<file path="src/rtl/memory_state.sv">
// Memory-access stage of the pipelined OTTER core: issues data-memory requests
// over a REQ/ACK handshake, formats load data and fills the memory/writeback register.
module memory_state #(
  parameter int TIMEOUT = 255
) (
  input  logic        MEMORY_CLOCK,
  input  logic        MEMORY_RESET,
  input  logic        EXEC_VALID,
  input  logic [31:0] EXEC_PC_4,
  input  logic [31:0] EXEC_ALU_RESULT,
  input  logic [31:0] EXEC_RS2,
  input  logic [1:0]  EXEC_RF_WR_SEL,
  input  logic        EXEC_REGWRITE,
  input  logic        EXEC_MEMWRITE,
  input  logic        EXEC_MEMREAD2,
  input  logic [1:0]  EXEC_MEM_SIZE,
  input  logic        EXEC_MEM_UNSIGNED,
  output logic        MEM_STALL,
  output logic        DMEM_REQ,
  output logic        DMEM_WE,
  output logic [31:0] DMEM_ADDR,
  output logic [31:0] DMEM_WDATA,
  output logic [3:0]  DMEM_BE,
  input  logic        DMEM_ACK,
  input  logic [31:0] DMEM_RDATA,
  output logic        MEM_VALID,
  output logic        MEM_REGWRITE,
  output logic [31:0] MEM_PC_4,
  output logic [31:0] MEM_ALU_RESULT,
  output logic [31:0] MEM_DOUT2,
  output logic [1:0]  MEM_RF_WR_SEL,
  output logic        MEM_MISALIGN,
  output logic        MEM_BUS_ERR
);

  typedef enum logic {IDLE = 1'b0, ACCESS = 1'b1} state_t;

  localparam logic [15:0] TMO_LAST = 16'(TIMEOUT - 1);

  state_t      state_q, state_d;
  logic [15:0] cnt_q, cnt_d;
  logic [31:0] addr_q, addr_d, wdata_q, wdata_d, pc4_q, pc4_d;
  logic [3:0]  be_q, be_d;
  logic [1:0]  size_q, size_d, sel_q, sel_d;
  logic        uns_q, uns_d, we_q, we_d, regwrite_q, regwrite_d;

  logic        wb_valid_q, wb_valid_d, wb_regwrite_q, wb_regwrite_d;
  logic [31:0] wb_pc4_q, wb_pc4_d, wb_alu_q, wb_alu_d, wb_dout_q, wb_dout_d;
  logic [1:0]  wb_sel_q, wb_sel_d;
  logic        misalign_q, misalign_d, bus_err_q, bus_err_d;

  logic        mem_op;

  function automatic logic misaligned(input logic [1:0] size, input logic [1:0] a);
    case (size)
      2'b00:   misaligned = 1'b0;
      2'b01:   misaligned = a[0];
      default: misaligned = (a != 2'b00);
    endcase
  endfunction

  function automatic logic [3:0] byte_en(input logic [1:0] size, input logic [1:0] a);
    case (size)
      2'b00:   byte_en = 4'b0001 << a;
      2'b01:   byte_en = 4'b0011 << a;
      default: byte_en = 4'b1111;
    endcase
  endfunction

  function automatic logic [31:0] store_data(input logic [1:0] size, input logic [31:0] rs2);
    case (size)
      2'b00:   store_data = {4{rs2[7:0]}};
      2'b01:   store_data = {2{rs2[15:0]}};
      default: store_data = rs2;
    endcase
  endfunction

  // Lane select uses the captured byte offset; alignment was already enforced.
  function automatic logic [31:0] load_data(input logic [1:0] size, input logic uns,
                                            input logic [1:0] a, input logic [31:0] rd);
    logic [7:0]  b;
    logic [15:0] h;
    b = rd[{a, 3'b000} +: 8];
    h = rd[{a[1], 4'b0000} +: 16];
    case (size)
      2'b00:   load_data = {{24{b[7] & ~uns}}, b};
      2'b01:   load_data = {{16{h[15] & ~uns}}, h};
      default: load_data = rd;
    endcase
  endfunction

  assign mem_op = EXEC_MEMREAD2 | EXEC_MEMWRITE;

  always_comb begin
    state_d       = state_q;
    cnt_d         = cnt_q;
    addr_d        = addr_q;
    wdata_d       = wdata_q;
    pc4_d         = pc4_q;
    be_d          = be_q;
    size_d        = size_q;
    sel_d         = sel_q;
    uns_d         = uns_q;
    we_d          = we_q;
    regwrite_d    = regwrite_q;
    wb_valid_d    = 1'b0;
    wb_regwrite_d = wb_regwrite_q;
    wb_pc4_d      = wb_pc4_q;
    wb_alu_d      = wb_alu_q;
    wb_dout_d     = wb_dout_q;
    wb_sel_d      = wb_sel_q;
    misalign_d    = 1'b0;
    bus_err_d     = 1'b0;
    case (state_q)
      IDLE: begin
        if (EXEC_VALID) begin
          if (mem_op && !misaligned(EXEC_MEM_SIZE, EXEC_ALU_RESULT[1:0])) begin
            state_d    = ACCESS;
            cnt_d      = '0;
            addr_d     = EXEC_ALU_RESULT;
            size_d     = EXEC_MEM_SIZE;
            uns_d      = EXEC_MEM_UNSIGNED;
            we_d       = EXEC_MEMWRITE;
            regwrite_d = EXEC_REGWRITE;
            pc4_d      = EXEC_PC_4;
            sel_d      = EXEC_RF_WR_SEL;
            be_d       = byte_en(EXEC_MEM_SIZE, EXEC_ALU_RESULT[1:0]);
            wdata_d    = store_data(EXEC_MEM_SIZE, EXEC_RS2);
          end else begin
            // Plain ALU op, or a misaligned access retired without a request.
            wb_valid_d    = 1'b1;
            wb_regwrite_d = EXEC_REGWRITE & ~mem_op;
            wb_pc4_d      = EXEC_PC_4;
            wb_alu_d      = EXEC_ALU_RESULT;
            wb_dout_d     = '0;
            wb_sel_d      = EXEC_RF_WR_SEL;
            misalign_d    = mem_op;
          end
        end
      end
      ACCESS: begin
        // ACK takes priority over an expiring timeout in the same cycle.
        if (DMEM_ACK || cnt_q == TMO_LAST) begin
          state_d       = IDLE;
          wb_valid_d    = 1'b1;
          wb_regwrite_d = DMEM_ACK & regwrite_q;
          wb_pc4_d      = pc4_q;
          wb_alu_d      = addr_q;
          wb_sel_d      = sel_q;
          wb_dout_d     = (DMEM_ACK && !we_q) ? load_data(size_q, uns_q, addr_q[1:0], DMEM_RDATA)
                                              : '0;
          bus_err_d     = ~DMEM_ACK;
        end else begin
          cnt_d = cnt_q + 16'd1;
        end
      end
      default: state_d = IDLE;
    endcase
  end

  always_ff @(posedge MEMORY_CLOCK or negedge MEMORY_RESET) begin
    if (!MEMORY_RESET) begin
      state_q       <= IDLE;
      cnt_q         <= '0;
      addr_q        <= '0;
      wdata_q       <= '0;
      pc4_q         <= '0;
      be_q          <= '0;
      size_q        <= '0;
      sel_q         <= '0;
      uns_q         <= 1'b0;
      we_q          <= 1'b0;
      regwrite_q    <= 1'b0;
      wb_valid_q    <= 1'b0;
      wb_regwrite_q <= 1'b0;
      wb_pc4_q      <= '0;
      wb_alu_q      <= '0;
      wb_dout_q     <= '0;
      wb_sel_q      <= '0;
      misalign_q    <= 1'b0;
      bus_err_q     <= 1'b0;
    end else begin
      state_q       <= state_d;
      cnt_q         <= cnt_d;
      addr_q        <= addr_d;
      wdata_q       <= wdata_d;
      pc4_q         <= pc4_d;
      be_q          <= be_d;
      size_q        <= size_d;
      sel_q         <= sel_d;
      uns_q         <= uns_d;
      we_q          <= we_d;
      regwrite_q    <= regwrite_d;
      wb_valid_q    <= wb_valid_d;
      wb_regwrite_q <= wb_regwrite_d;
      wb_pc4_q      <= wb_pc4_d;
      wb_alu_q      <= wb_alu_d;
      wb_dout_q     <= wb_dout_d;
      wb_sel_q      <= wb_sel_d;
      misalign_q    <= misalign_d;
      bus_err_q     <= bus_err_d;
    end
  end

  assign DMEM_REQ   = (state_q == ACCESS);
  assign MEM_STALL  = DMEM_REQ;
  assign DMEM_WE    = DMEM_REQ & we_q;
  assign DMEM_ADDR  = DMEM_REQ ? {addr_q[31:2], 2'b00} : '0;
  assign DMEM_BE    = DMEM_REQ ? be_q : '0;
  assign DMEM_WDATA = DMEM_REQ ? wdata_q : '0;

  assign MEM_VALID      = wb_valid_q;
  assign MEM_REGWRITE   = wb_regwrite_q;
  assign MEM_PC_4       = wb_pc4_q;
  assign MEM_ALU_RESULT = wb_alu_q;
  assign MEM_DOUT2      = wb_dout_q;
  assign MEM_RF_WR_SEL  = wb_sel_q;
  assign MEM_MISALIGN   = misalign_q;
  assign MEM_BUS_ERR    = bus_err_q;

endmodule

</file>
<file path="config.mk">
export PLATFORM = sky130hd
export DESIGN_NAME = memory_state
export DESIGN_NICKNAME = d
export VERILOG_FILES = /design/src/rtl/memory_state.sv
export SDC_FILE = /design/constraint.sdc
export NUM_CORES = 1
export LEC_CHECK = 0
export CAP_MARGIN = 20
export CORE_MARGIN = 3
export CORE_UTILIZATION = 50
export CTS_BUF_LIST = sky130_fd_sc_hd__clkbuf_4 sky130_fd_sc_hd__clkbuf_8
export DETAILED_ROUTE_END_ITERATION = 16
export PLACE_DENSITY_LB_ADDON = 0.12
export SYNTH_ARGS = -nofsm -noshare
export SYNTH_HDL_FRONTEND = slang
export SYNTH_SLANG_ARGS = --single-unit
export TNS_END_PERCENT = 5
</file>
<file path="constraint.sdc">
create_clock -name MEMORY_CLOCK -period 2.7 [get_ports MEMORY_CLOCK]
set_clock_uncertainty 0.15 [all_clocks]
set_input_delay 0.81 -clock MEMORY_CLOCK [delete_from_list [all_inputs] [get_ports MEMORY_CLOCK]]
set_output_delay 0.81 -clock MEMORY_CLOCK [all_outputs]
set_load 0.005 [all_outputs]
</file>
# Yosys cells after proc, flatten, opt, wreduce, memory -nomap -nowiden
# Index checks and enable logic that the tools add are counted.
[word_totals]
regBits = 226
out_inout_bits = 173
[classes]
addsub = 1
n_eq_ne = 8
shift = 4
n_mux = 47
n_bitwise = 10
n_reduce_logical = 11
[ops]
columns = ["operator", "count"]
rows = [
  ["32-bit 2-to-1 mux", 12],
  ["32-bit one-hot mux with 2 select lines", 5],
  ["16-bit 2-to-1 mux", 3],
  ["16-bit one-hot mux with 2 select lines", 1],
  ["32-bit by 6-bit indexed part select with 16-bit output", 1],
  ["32-bit by 6-bit indexed part select with 8-bit output", 1],
  ["16-bit by 1-bit adder with 16-bit output (second input constant)", 1],
  ["16-bit by 8-bit equality test with 1-bit output (second input constant)", 1],
  ["1-bit 2-to-1 mux", 16],
  ["3-bit AND reduction", 3],
  ["2-bit inequality test (second input constant)", 4],
  ["1-bit one-hot mux with 2 select lines", 4],
  ["4-bit one-hot mux with 2 select lines", 1],
  ["2-bit 2-to-1 mux", 3],
  ["1-bit AND", 5],
  ["2-bit by 1-bit equality test with 1-bit output (second input constant)", 2],
  ["2-bit zero test", 2],
  ["4-bit 2-to-1 mux", 1],
  ["1-bit inverter", 4],
  ["2-bit one-hot mux with 2 select lines", 1],
  ["1-bit by 2-bit left shift with 4-bit output (first input constant)", 1],
  ["2-bit by 2-bit left shift with 4-bit output (first input constant)", 1],
  ["1-bit logical AND", 2],
  ["1-bit zero test", 2],
  ["4 further kinds", 4],
]

# Depth between registers and ports, before layout
[logic_depth]
ltp_word = 9
mapped_depth = 8
mapped_depth_nobuf = 6

# Worst setup path after synthesis
# Ideal clock, no wire load.
[synth_path]
path_kind = "input-to-reg"
startpoint = "in EXEC_ALU_RESULT[0]"
endpoint = "reg wb_pc4_q[0], in the netlist MEM_PC_4[0]"
setup_time_ns = 0.067
arrival_time_ns = 2.514
required_time_ns = 2.483
path_slack_ns = -0.031
stages = 7
path_buffers = 3
path_cell_list = "clkbuf_1 > o21ai_0 > a21boi_1 > buf_2 > buf_1 > mux2i_1 > o221a_1"
[synth_between]
elab_chain_len = 8
[synth_rtl]
columns = ["element", "line", "rtl"]
rows = [
  ["from (decl)", "10", "input logic [31:0] EXEC_ALU_RESULT,"],
  ["2-bit nonzero test", "58", "default: misaligned = (a != 2'b00);"],
  ["1-bit one-hot mux with 2 select lines (*)", "55", "case (size)"],
  ["1-bit 2-to-1 mux (*)", "116", "if (EXEC_VALID) begin"],
  ["1-bit 2-to-1 mux (*)", "114", "case (state_q)"],
  ["1-bit zero test (*)", "117", "if (mem_op && !misaligned(EXEC_MEM_SIZE, EXEC_ALU_RESULT[1:0])) begin"],
  ["1-bit logical AND (*)", "117", ""],
  ["2-bit inequality test (no line) (*)", "n/a", ""],
  ["3-bit AND reduction (no line) (*)", "n/a", ""],
  ["to (signal assigned)", "196", "wb_pc4_q <= wb_pc4_d;"],
  ["to (decl)", "48", "logic [31:0] wb_pc4_q, wb_pc4_d, wb_alu_q, wb_alu_d, wb_dout_q, wb_dout_d;"],
]
# Mark *: on every way between the ends. The rest lies on a longest branch, timed or not. The select of a mux whose other input is x is not followed.
# A chain may end at the register's enable or synchronous reset.

# Worst setup path in the final report
[layout_path]
startpoint = "reg state_q, in the netlist DMEM_REQ"
endpoint = "out DMEM_WDATA[29]"
[layout_between]
elab_chain_len = 1
[layout_rtl]
columns = ["element", "line", "rtl"]
rows = [
  ["from (decl)", "40", "state_t state_q, state_d;"],
  ["from (signal assigned)", "183", "state_q <= state_d;"],
  ["32-bit 2-to-1 mux", "210", "assign DMEM_WDATA = DMEM_REQ ? wdata_q : '0;"],
  ["to (decl)", "22", "output logic [31:0] DMEM_WDATA,"],
]
# No other way between the ends.

==> summary.md <==
| Metric | Value |
|---|---|
| Status | `finished clean` |
| IO buf count | `310` |
| Pwr Density | `740.5 mW/mm^2` |
| Yosys cell types | `58` |
| Slew @ Worst Pin | `0.9081 ns` |
| Top post-synthesis cells by area | `dfrtp_1 (49%), nand2_1 (8.8%), mux2i_1 (8.2%)` |
| Synth top area share | `49.30%` |
| Worst min path class | `in2async` |
| DR WL/cell | `19.09 microns` |
| Area leader, netlist | `dfrtp_1` |
| Yosys warns | `0` |
| Clk root buf | `clkbuf_8` |
| Tot Pwr | `11.94 mW` |
| Fin cells | `1856` |
| Vias per inst | `5.639` |
| Io pins | `313` |
| Crit path DAT | `1.71 ns` |
| Vias in the first global route | `10.39k` |
| Post-Syn Area | `0.01147 sq mm` |
| Worst EP required | `1.74 ns` |
| Sum of negative setup slack | `0 ns` |
| Max_slew headroom | `39.23%` |
| Iter 0 DRT Violations | `623` |
| Die X | `157.5 microns` |
| Final Wtd Congestion | `0.8399` |
| Seq/Total Area, Yosys | `49.30%` |
| Fin util | `72.77%` |
| Num CTS Buffers | `39` |
| CTS Buffer Depth | `3` |
| CTS tree | `done` |
| Number of antenna violations at the first check in global routing | `1` |
| Clock-pin slew of the registers on the worst-case setup and hold paths | `0.06 ns` |
| Final hold vios | `0` |
| Area of the multi-input gates | `0.005419 sq mm` |
| Post-Syn Instances | `1215` |
| Synth async-reset ratio | `100.0%` |
| Final min period | `2.668 ns` |
| H-tree depth | `2` |
| Setup repair after global routing missed its margin | `true` |
| Fmax | `374.8 MHz` |
| Final number of setup-violating endpoints | `0` |
| Clk_lat worst skew | `0.53 ns` |
| Pre-CTS setup slack | `-0.2742 ns` |
| Fraction of layout cells with a size suffix above 1 | `15.24%` |
| Wirelength, routed | `35430 microns` |
| Die area | `0.02480 sq mm` |
| Largest net degree at the start of global routing | `66` |
| Filler Cell Count | `1627` |
| DRC Markers | `0` |
| DP Wirelength | `23330 microns` |
| Fin. max-slew vios | `0` |
| Area grow syn2layout | `40.57%` |
| Vias after detailed routing | `10.47k` |
| Final period util | `98.81%` |
| Post-synth EDFFs | `0` |
| Dominant cell by count in the synthesized netlist | `nand2_1` |
| Post-Place Cells | `1773` |
| Pleak | `7.524 nW` |
| Hold buffers post-CTS | `0` |
| Sink Count | `226` |
| First-pass GRT wire length | `55500 microns` |
| Post-route setup slack | `0.03203 ns` |
| # Max-Cap Violations | `0` |
| Global-route usage over all layers | `27.90%` |
| CP endpoint kind | `output port` |
| Num rows | `54` |
| FF/Latch Area | `0.005659 sq mm` |
| Worst Setup Path Type | `reg2out` |
| Core area | `0.02216 sq mm` |
| Crit start category | `register` |
| Synthesized flop and latch total | `226` |
| Synth cell count leaders | `nand2_1 (268), dfrtp_1 (226), nor2_1 (153), mux2i_1 (94), clkbuf_1 (69)` |
| Synthesized area per cell | `9.442 sq um` |
| Crit Path Max Fanout | `19` |
| DRT Pass-1 Iters | `5` |
| Top_reg_cell synth | `dfrtp_1` |
| Initial core utilization | `51.77%` |
| Overflow after GRT | `0` |
| Worst-case vdd ir drop | `0.4881 mV` |
| Routed Antenna Nets | `0` |
| Die H | `157.5 microns` |
| Final nets | `1691` |
layout make-up:
class | count | share of cell area (%)
Inverter | 8 | 0.1862
Antenna cell | 1 | 0.01552
Clock buffer | 65 | 4.927
Tap cell | 280 | 2.172
Clock inverter | 2 | 0.06207
Multi-Input combinational cell | 886 | 33.60
Sequential cell | 226 | 35.09
Timing Repair Buffer | 388 | 23.94
cells by family after synthesis:
family	Yosys count	share of synthesized area, %
AO/OA/AOI/OAI	209	14.90
multiplexers	105	9.379
XOR/XNOR	2	0.1527
adder cells (fa/ha/maj)	2	0.2181
flip-flops	226	49.30
AND/OR/NAND/NOR	566	22.01
other	1	0.03269
buffers and inverters	104	4.014
worst max-delay path, stage by stage (launching register included):
cell and delay [ns]:
dfrtp_4 0.51, buf_6 0.13, buf_12 0.11, buf_16 0.14, and2_1 0.14, buf_2 0.14
worst paths after layout:
| kind | slack, ns | depth (start not counted) | from | end |
|---|---|---|---|---|
| min in group MEMORY_CLOCK | 0.32 | 2 | wdata_q[13]$_DFFE_PN0P_ | wdata_q[13]$_DFFE_PN0P_ |
| max in group asynchronous | 1.62 | 2 | MEMORY_RESET | addr_q[18]$_DFFE_PN0P_ |
| setup reg to reg | 0.13 | 7 | cnt_q[0]$_DFFE_PN0P_ | MEM_ALU_RESULT[8]$_DFFE_PN0P_ |
| hold / removal | 0.03 | 1 | MEMORY_RESET | MEM_DOUT2[27]$_DFFE_PN0P_ |
| hold reg to reg | 0.32 | 2 | wdata_q[13]$_DFFE_PN0P_ | wdata_q[13]$_DFFE_PN0P_ |
| setup / recovery | 0.03 | 5 | DMEM_REQ$_DFF_PN0_ | DMEM_WDATA[29] |
metrics by stage:
step	instance area (sq um)	hold slack [ns]
floorplan	11480	0.2811
global placement	15300	0.2964
detailed placement	15300	0.3076
CTS	16360	0.04073
global route	16130	0.04753
finish	16130	0.03251
where the power goes:
group	switching (mW)	internal (mW)	leakage, nW	total (mW)
clock network	1.40	1.84	0.434	3.24
registers	0.682	4.23	2.85	4.91
logic	1.63	2.16	4.24	3.80
total	3.71	8.23	7.52	11.9
sequential cells by signal (all words and copies together), names as in the netlist, 2 cells and up:
signal	cells
size_q	2
MEM_ALU_RESULT	32
cnt_q	16
sel_q	2
pc4_q	32
wdata_q	32
MEM_DOUT2	32
addr_q	32
MEM_RF_WR_SEL	2
MEM_PC_4	32
be_q	4
metal layers:
| metal | GRT usage, % | routed length (microns) | part of all wire (%) | vias to the layer above |
|---|---|---|---|---|
| li1 | - | - | - | 4857 |
| met1 | 38.05 | 15110 | 43 | 5125 |
| met2 | 44.17 | 16320 | 46 | 413 |
| met3 | 6.901 | 2935 | 8.3 | 71 |
| met4 | 8.967 | 1071 | 3.0 | 0 |
| met5 | 0 | 0 | 0 | - |
placed cells by master, fill, tap and decap left out, types with 8 or more instances in the layout:
| cell type | netlist | routed |
|---|---|---|
| mux2i_1 | 94 | 94 |
| clkdlybuf4s15_1 | 0 | 9 |
| a22o_1 | 9 | 9 |
| nor2b_1 | 10 | 10 |
| a21oi_1 | 40 | 40 |
| and3b_1 | 8 | 8 |
| clkdlybuf4s50_1 | 0 | 240 |
| buf_12 | 0 | 25 |
| buf_2 | 11 | 9 |
| nand2b_1 | 19 | 19 |
| o221a_1 | 51 | 51 |
| clkbuf_8 | 0 | 49 |
| nor2_1 | 153 | 153 |
| clkbuf_4 | 0 | 16 |
| o221a_2 | 15 | 15 |
| clkbuf_2 | 0 | 43 |
| mux2_2 | 10 | 10 |
| dfrtp_1 | 226 | 225 |
| o21ai_0 | 42 | 42 |
| dlygate4sd2_1 | 0 | 8 |
| a32o_1 | 16 | 16 |
| nand2_1 | 268 | 267 |
| or3_1 | 11 | 11 |
| buf_4 | 3 | 45 |
| and2_1 | 67 | 64 |
what timing repair did:
action	CTS	global route
setup endpoints to repair	90	67
endpoints found under the hold margin	0	0
cloned	5	0
pin swaps	0	2
buffers inserted	9	0
gates resized for setup	158	47
Note: power is estimated with default switching activity, not from simulation.
